## src/rtl/lsu_pkg.sv

```systemverilog
// lsu_pkg: size encodings, FSM states and default memory base shared by the
// MEM-stage load/store unit and its lane aligner.
package lsu_pkg;

    localparam logic [1:0]  SZ_BYTE = 2'd0;
    localparam logic [1:0]  SZ_HALF = 2'd1;
    localparam logic [1:0]  SZ_WORD = 2'd2;

    localparam logic [31:0] DEFAULT_BASE_ADDR = 32'h1000_1000;

    typedef enum logic [1:0] {
        IDLE,
        RD,
        WR,
        RESP
    } lsu_state_t;

endpackage

```

## src/rtl/lsu_align.sv

```systemverilog
// lsu_align: little-endian lane select with sign/zero extension for loads,
// and byte/half lane merge into a read word for read-modify-write stores.
module lsu_align
    import lsu_pkg::*;
(
    input  logic [31:0] word,
    input  logic [1:0]  lane,
    input  logic [1:0]  size,
    input  logic        sgn,
    input  logic [31:0] wdata,
    output logic [31:0] load_data,
    output logic [31:0] store_data
);

    logic [7:0]  b;
    logic [15:0] h;

    always_comb begin
        b          = word[{lane, 3'b000} +: 8];
        h          = lane[1] ? word[31:16] : word[15:0];
        load_data  = size == SZ_BYTE ? {{24{sgn & b[7]}}, b} :
                     size == SZ_HALF ? {{16{sgn & h[15]}}, h} : word;
        store_data = word;
        if (size == SZ_BYTE)
            store_data[{lane, 3'b000} +: 8] = wdata[7:0];
        else if (size == SZ_HALF)
            store_data[{lane[1], 4'b0000} +: 16] = wdata[15:0];
        else
            store_data = wdata;
    end

endmodule

```

## src/rtl/mem_stage_lsu.sv

```systemverilog
// mem_stage_lsu: single-outstanding load/store initiator for the MEM stage.
// Define LSU_SUBWORD_EN to enable byte/half accesses (read-modify-write stores).
module mem_stage_lsu
    import lsu_pkg::*;
#(
    parameter logic [31:0] BASE_ADDR   = DEFAULT_BASE_ADDR,
    parameter int          DEPTH_WORDS = 64,
    parameter int          MEM_RD_LAT  = 1
) (
    input  logic        clk,
    input  logic        rst,
    input  logic        req_valid,
    output logic        req_ready,
    input  logic        req_we,
    input  logic [1:0]  req_size,
    input  logic        req_signed,
    input  logic [31:0] req_addr,
    input  logic [31:0] req_wdata,
    output logic        resp_valid,
    input  logic        resp_ready,
    output logic [31:0] resp_rdata,
    output logic        resp_err,
    output logic [31:0] Address,
    output logic [31:0] WriteData,
    output logic        MemRead,
    output logic        MemWrite,
    input  logic [31:0] ReadData
);

    localparam int          CW    = $clog2(MEM_RD_LAT + 1);
    localparam logic [31:0] LIMIT = BASE_ADDR + 32'(4 * DEPTH_WORDS);

    lsu_state_t    state, state_nx;
    logic          alive, we_q, err_q;
    logic [31:0]   addr_q, wdata_q, rd_word, rdata_q;
    logic [CW-1:0] cnt;
    logic          accept, cap, rd_done;
    logic          size_bad, misaligned, out_of_range, bad;

    assign accept       = req_valid && req_ready;
    assign cap          = state == RD && cnt == CW'(MEM_RD_LAT - 1);
    assign rd_done      = state == RD && cnt == CW'(MEM_RD_LAT);
    assign out_of_range = req_addr < BASE_ADDR || req_addr >= LIMIT;
    assign bad          = size_bad || misaligned || out_of_range;

`ifdef LSU_SUBWORD_EN
    logic [1:0]  size_q;
    logic        sgn_q;
    logic [31:0] load_data, store_data;

    assign size_bad   = req_size == 2'd3;
    assign misaligned = (req_size == SZ_HALF && req_addr[0]) ||
                        (req_size == SZ_WORD && req_addr[1:0] != 2'b00);

    lsu_align u_align (
        .word       (rd_word),
        .lane       (addr_q[1:0]),
        .size       (size_q),
        .sgn        (sgn_q),
        .wdata      (wdata_q),
        .load_data  (load_data),
        .store_data (store_data)
    );

    always_ff @(posedge clk or negedge rst) begin
        if (!rst) begin
            size_q <= SZ_WORD;
            sgn_q  <= 1'b0;
        end else if (accept) begin
            size_q <= req_size;
            sgn_q  <= req_signed;
        end
    end
`else
    logic unused_ok;

    assign size_bad   = req_size != SZ_WORD;
    assign misaligned = req_addr[1:0] != 2'b00;
    assign unused_ok  = ^{req_signed, we_q, addr_q[1:0]};
`endif

    always_ff @(posedge clk or negedge rst) begin
        if (!rst)
            state <= IDLE;
        else
            state <= state_nx;
    end

    // Errors pass through WR with the strobe gated so the response lands one edge after acceptance.
    always_comb begin
        state_nx = state;
        case (state)
            IDLE:    state_nx = !accept ? IDLE :
                                (bad || (req_we && req_size == SZ_WORD)) ? WR : RD;
`ifdef LSU_SUBWORD_EN
            RD:      state_nx = !rd_done ? RD : we_q ? WR : RESP;
`else
            RD:      state_nx = rd_done ? RESP : RD;
`endif
            WR:      state_nx = RESP;
            RESP:    state_nx = resp_ready ? IDLE : RESP;
            default: state_nx = IDLE;
        endcase
        req_ready  = state == IDLE && alive;
        MemRead    = state == RD && !rd_done;
        MemWrite   = state == WR && !err_q;
        resp_valid = state == RESP;
        resp_err   = state == RESP && err_q;
        Address    = {addr_q[31:2], 2'b00};
        WriteData  = wdata_q;
        resp_rdata = rdata_q;
    end

    always_ff @(posedge clk or negedge rst) begin
        if (!rst) begin
            alive   <= 1'b0;
            we_q    <= 1'b0;
            err_q   <= 1'b0;
            addr_q  <= '0;
            wdata_q <= '0;
            rd_word <= '0;
            rdata_q <= '0;
            cnt     <= '0;
        end else begin
            alive <= 1'b1;
            if (accept) begin
                we_q    <= req_we;
                err_q   <= bad;
                addr_q  <= req_addr;
                wdata_q <= req_wdata;
                rdata_q <= '0;
                cnt     <= '0;
            end
            if (state == RD && !rd_done)
                cnt <= cnt + 1'b1;
            if (cap)
                rd_word <= ReadData;
            if (rd_done) begin
`ifdef LSU_SUBWORD_EN
                if (we_q)
                    wdata_q <= store_data;
                else
                    rdata_q <= load_data;
`else
                rdata_q <= rd_word;
`endif
            end
        end
    end

endmodule

```

## config.mk

```make
export PLATFORM = sky130hd
export DESIGN_NAME = mem_stage_lsu
export DESIGN_NICKNAME = d
export VERILOG_FILES = /design/src/rtl/lsu_pkg.sv /design/src/rtl/lsu_align.sv /design/src/rtl/mem_stage_lsu.sv
export SDC_FILE = /design/constraint.sdc
export NUM_CORES = 1
export LEC_CHECK = 0
export ABC_AREA = 1
export BUFFER_PORTS_ARGS = -buffer_cell sky130_fd_sc_hd__clkbuf_2
export CAP_MARGIN = 5
export CORE_MARGIN = 3
export CORE_UTILIZATION = 50
export DETAILED_ROUTE_END_ITERATION = 10
export HOLD_SLACK_MARGIN = 0.03
export PLACE_DENSITY = 0.88
export SLEW_MARGIN = 20
export SYNTH_ARGS = -nofsm -noshare
export SYNTH_HDL_FRONTEND = slang
export SYNTH_SLANG_ARGS = --single-unit
```

## constraint.sdc

```tcl
create_clock -name clk -period 2.5 [get_ports clk]
set_clock_uncertainty 0.1 [all_clocks]
set_input_delay 0.75 -clock clk [delete_from_list [all_inputs] [get_ports clk]]
set_output_delay 0.75 -clock clk [all_outputs]
set_load 0.01 [all_outputs]
```

* After elaboration in Yosys (flattened, before gate mapping)
Index checks and enable logic that the tools add are counted.
** Storage, ports and cells
- Bits in registers :: 133
- Input bits :: 104
- Output and inout bits :: 101
- Logic and storage cells :: 44
** Cells by class
- Add/sub/neg operators :: 1
- Magnitude comparators :: 2
- Equality and inequality tests :: 5
- Mux-type cells :: 9
- Bitwise operators :: 1
- Reduce and logical (&&, ||, !) cells :: 18
** Operators by type and width (count)
- $mux W32 :: 2
- $ge A32 B29 Y1 const B :: 1
- $lt A32 B29 Y1 const B :: 1
- $logic_and A1 B1 Y1 :: 8
- $mux W2 :: 4
- $pmux W2 S4 :: 1
- $eq A2 B2 Y1 const B :: 3
- $reduce_bool A2 Y1 :: 3
- $logic_or A1 B1 Y1 :: 4
- $eq A2 B1 Y1 const B :: 1
- $logic_not A1 Y1 :: 2
- $logic_not A2 Y1 :: 1
- $mux W1 :: 2
- $ne A2 B2 Y1 const B :: 1
- $add A1 B1 Y1 const B :: 1
- $not A1 Y1 :: 1

* Longest topological paths before layout
- Depth in word-level cells :: 7
- Mapped depth :: 8
- Depth with buffers taken out :: 8

* Worst setup path before layout
Ideal clock, no wire load.
- Path type :: reg-to-output
- Start point :: register state[1]
- End point :: output MemRead
- Arrival :: 1004 ps
- Required time :: 1650 ps
- Setup slack :: 646 ps
- Stages on the path, launching flop included :: 6
- Cells stage by stage :: dfrtp_1 inv_1 nand2_1 nor2_1 buf_4 buf_2
** Between the ends
- Longest elaborated chain between the ends :: 4
** RTL lines
- from (decl) :: line mem_stage_lsu.sv:33 : lsu_state_t state, state_nx;
- from (signal assigned) :: line mem_stage_lsu.sv:86 : state <= state_nx;
- $eq A2 B1 Y1 (*) :: line mem_stage_lsu.sv:42, mem_stage_lsu.sv:105
- $logic_and A1 B1 Y1 :: line mem_stage_lsu.sv:42 : assign rd_done = state == RD && cnt == CW'(MEM_RD_LAT);
- $logic_not A1 Y1 :: line mem_stage_lsu.sv:105 : MemRead = state == RD && !rd_done;
- $logic_and A1 B1 Y1 (*) :: line mem_stage_lsu.sv:105
- to (decl) :: line mem_stage_lsu.sv:25 : output logic MemRead,
Mark *: on every way between the ends. The rest lies on a longest branch, timed or not.

* Worst setup path after layout
- Start point :: register state[0]
- End point :: output req_ready
** Between the ends
- Longest elaborated chain between the ends :: 2
** RTL lines
- $logic_not A2 Y1 :: line mem_stage_lsu.sv:104 : req_ready = state == IDLE && alive;
- $logic_and A1 B1 Y1 :: line mem_stage_lsu.sv:104
- to (decl) :: line mem_stage_lsu.sv:13 : output logic req_ready,
Every way passes these cells.

==> flow_summary.json <==
{
  "async_flop_share_pct": 100.0,
  "wl_per_cell_um": 13.43,
  "rsz0062_at_grt": "false",
  "cap_violations": 0,
  "vdd_drop_max_uv": 666.4,
  "crit_path_top_delay_cell": "dfrtp_1",
  "crit_required_ns": 1.65,
  "period_share_pct": 93.76,
  "cts_setup_buffers": 0,
  "die_height_um": 108.2,
  "hp-start": "req_wdata[29]",
  "r2r_start": "state[0]",
  "endpoint_kind": "primary output",
  "synthSimpleGateAreaFrac_pct": 19.74,
  "cts_max_path_buffers": 2,
  "ys_warn_count": 0,
  "min_period_ns": 2.344,
  "fin_nets": 869,
  "synth_compound_area_share_pct": 8.481,
  "hp-class": "in -> reg",
  "rows": 36,
  "ant_nets": 0,
  "grt_max_degree": 65,
  "antenna_found_initial": 0,
  "tightest_slew_ns": 0.5364,
  "place_congestion": 0.8170,
  "crit_path_start": "state[0]",
  "cts_sinks": 131,
  "power_uw": 9111,
  "drc": 0,
  "synthMuxAreaShare_pct": 0,
  "maxSlewViolCount": 0,
  "grt_pass1_vias": 4251,
  "ctsHoldBuffers": 1,
  "cp_max_fo": 6,
  "synth_area_leader_cell": "dfrtp_1",
  "synth_edf_count": 0,
  "p_leak_uw": 0.003862,
  "syn-mean-instance-area_um2": 9.195,
  "io_pins": 205,
  "dr.pass1.iters": 6,
  "cts_tree": "built",
  "worstPathArrival_ns": 1.49,
  "h-tree-depth": 4,
  "max_stage_delay_ns": 0.45,
  "synth.top_cells.by_count": "nand2_1 (207), dfrtp_1 (131), o21ai_0 (61)",
  "design_area_um2": 6922,
  "status": "finished, final reports clean",
  "start_util_pct": 52.46,
  "dp_hpwl_mm": 8.779,
  "core_um2": 9955,
  "numCtsBuffers": 17,
  "synth_fa_ha_area_share_pct": 0,
  "portBuffers": 201,
  "fmax_ghz": 0.4266,
  "synth_top_cell_area_share_pct": 62.77,
  "slew-limit-headroom_pct": 64.24,
  "crit_type": "reg -> out",
  "vias_per_cell": 4.780,
  "yosysUniqueCellTypes": 19,
  "cp-start-kind": "register",
  "synthMostInstantiatedCell": "nand2_1",
  "syn_inst": 568,
  "ys_seq_area_share_pct": 62.77,
  "clock_latency_ns": 0.51,
  "synthXorXnorAreaFrac_pct": 0,
  "place_area_um2": 6291,
  "grt_pass1_wl_mm": 19.82,
  "post_cts_resized": 0,
  "grt_usage_pct": 21.75,
  "crit_chain": "nor3b_2, clkbuf_2",
  "area_growth_pct": 32.53,
  "overflow": 0,
  "drive_above_1_share_pct": 32.30,
  "path_clk_slew_ns": 0.06,
  "diodes": 0,
  "cts_root_buf": "clkbuf_8",
  "totalWireLength_mm": 12.22,
  "tns_ns": 0,
  "die_x_um": 108.2,
  "synth_top_family_by_area": "simple AND/OR/NAND/NOR gates",
  "vias": 4350,
  "synth-seq-cells": 131,
  "ys.flop_type": "dfrtp_1",
  "setup_viol": 0,
  "fp.dieArea_um2": 11710,
  "ys_top_cells_by_area": "dfrtp_1 (63%), nand2_1 (15%), o21ai_0 (5.8%)",
  "finalHoldViolCount": 0,
  "drt_iter0_drc": 288,
  "syn-cell-area_um2": 5223,
  "power_density_nw_per_um2": 1316
}
-- placed cells by master, fill, tap and decap left out --
master,count
buf_4,5
dfrtp_1,131
clkinv_4,1
nand3_2,1
nor2_4,1
clkbuf_16,16
o21ai_0,61
buf_12,4
conb_1,3
nand4_1,2
o21ai_2,6
bufinv_16,4
inv_6,2
clkbuf_8,3
nor3b_2,1
nand3_1,33
inv_1,59
nand2_4,1
o21ai_1,17
clkbuf_2,200
and2_0,1
inv_2,1
dlygate4sd3_1,1
clkinvlp_4,3
clkinv_2,2
nand2_1,207
nor3_1,1
nor2_1,10
-- stage by stage --
step	hold slack, ns	cells	util, %	setup slack (ns)
finish	0.3355	910	69.53	0.1561
detailed placement	0.3641	878	63.20	0.6740
CTS	0.3059	910	69.53	0.1177
global placement	0.3614	878	63.20	0.6722
floorplan	0.3544	569	-	0.6456
global route	0.3152	910	69.53	0.05912
-- final timing paths --
kind,endpoint,slack [ns],cells after the start
hold / removal,WriteData[29],0.34,3
hold reg to reg,WriteData[10],0.38,2
setup / recovery,req_ready,0.16,2
setup reg to reg,WriteData[10],0.68,6
max in group asynchronous,WriteData[22],1.14,3
min in group asynchronous,rd_word[24],0.51,2
-- area by class of cell --
cell class	instances	area (um2)
clock buffers	19	441.7
repair buffers	210	1129
fillers	771	3033
well taps	133	166.4
clock inverters	12	178.9
multi-input cells	345	1503
inverters	60	225.2
flip-flops and latches	131	3278
-- where the power goes --
part | switching [uW] | leakage, uW | internal, uW
combinational | 1760 | 0.00193 | 1140
clock | 890 | 0.000297 | 1670
sequential | 503 | 0.00163 | 3150
-- per-layer routing --
layer	vias up	GRT usage, %	wire, um
li1	2150	-	-
met1	2001	26.98	5051
met4	0	8.476	228
met3	26	7.582	1169
met5	-	0	0
met2	173	35.17	5775
-- state kept, by name, summed over array words and instances, names as in the netlist --
signal / count
WriteData: 32
addr_q: 30
cnt: 1
rd_word: 32
alive: 1
err_q: 1
state: 2
resp_rdata: 32
-- worst max-delay path, delay by kind of cell (launching register included) --
| kind | cells | cell delay, ns |
|---|---|---|
| AND/OR/NAND/NOR | 1 | 0.34 |
| buffers and inverters | 1 | 0.20 |
| flip-flops | 1 | 0.45 |
-- kinds of logic after synthesis --
logic type,count (synthesis)
and+or+nand+nor,258
buffers and inverters,93
DFF,131
AOI/OAI and AO/OA,84
other,2
Power figures use the tool's default switching activity.
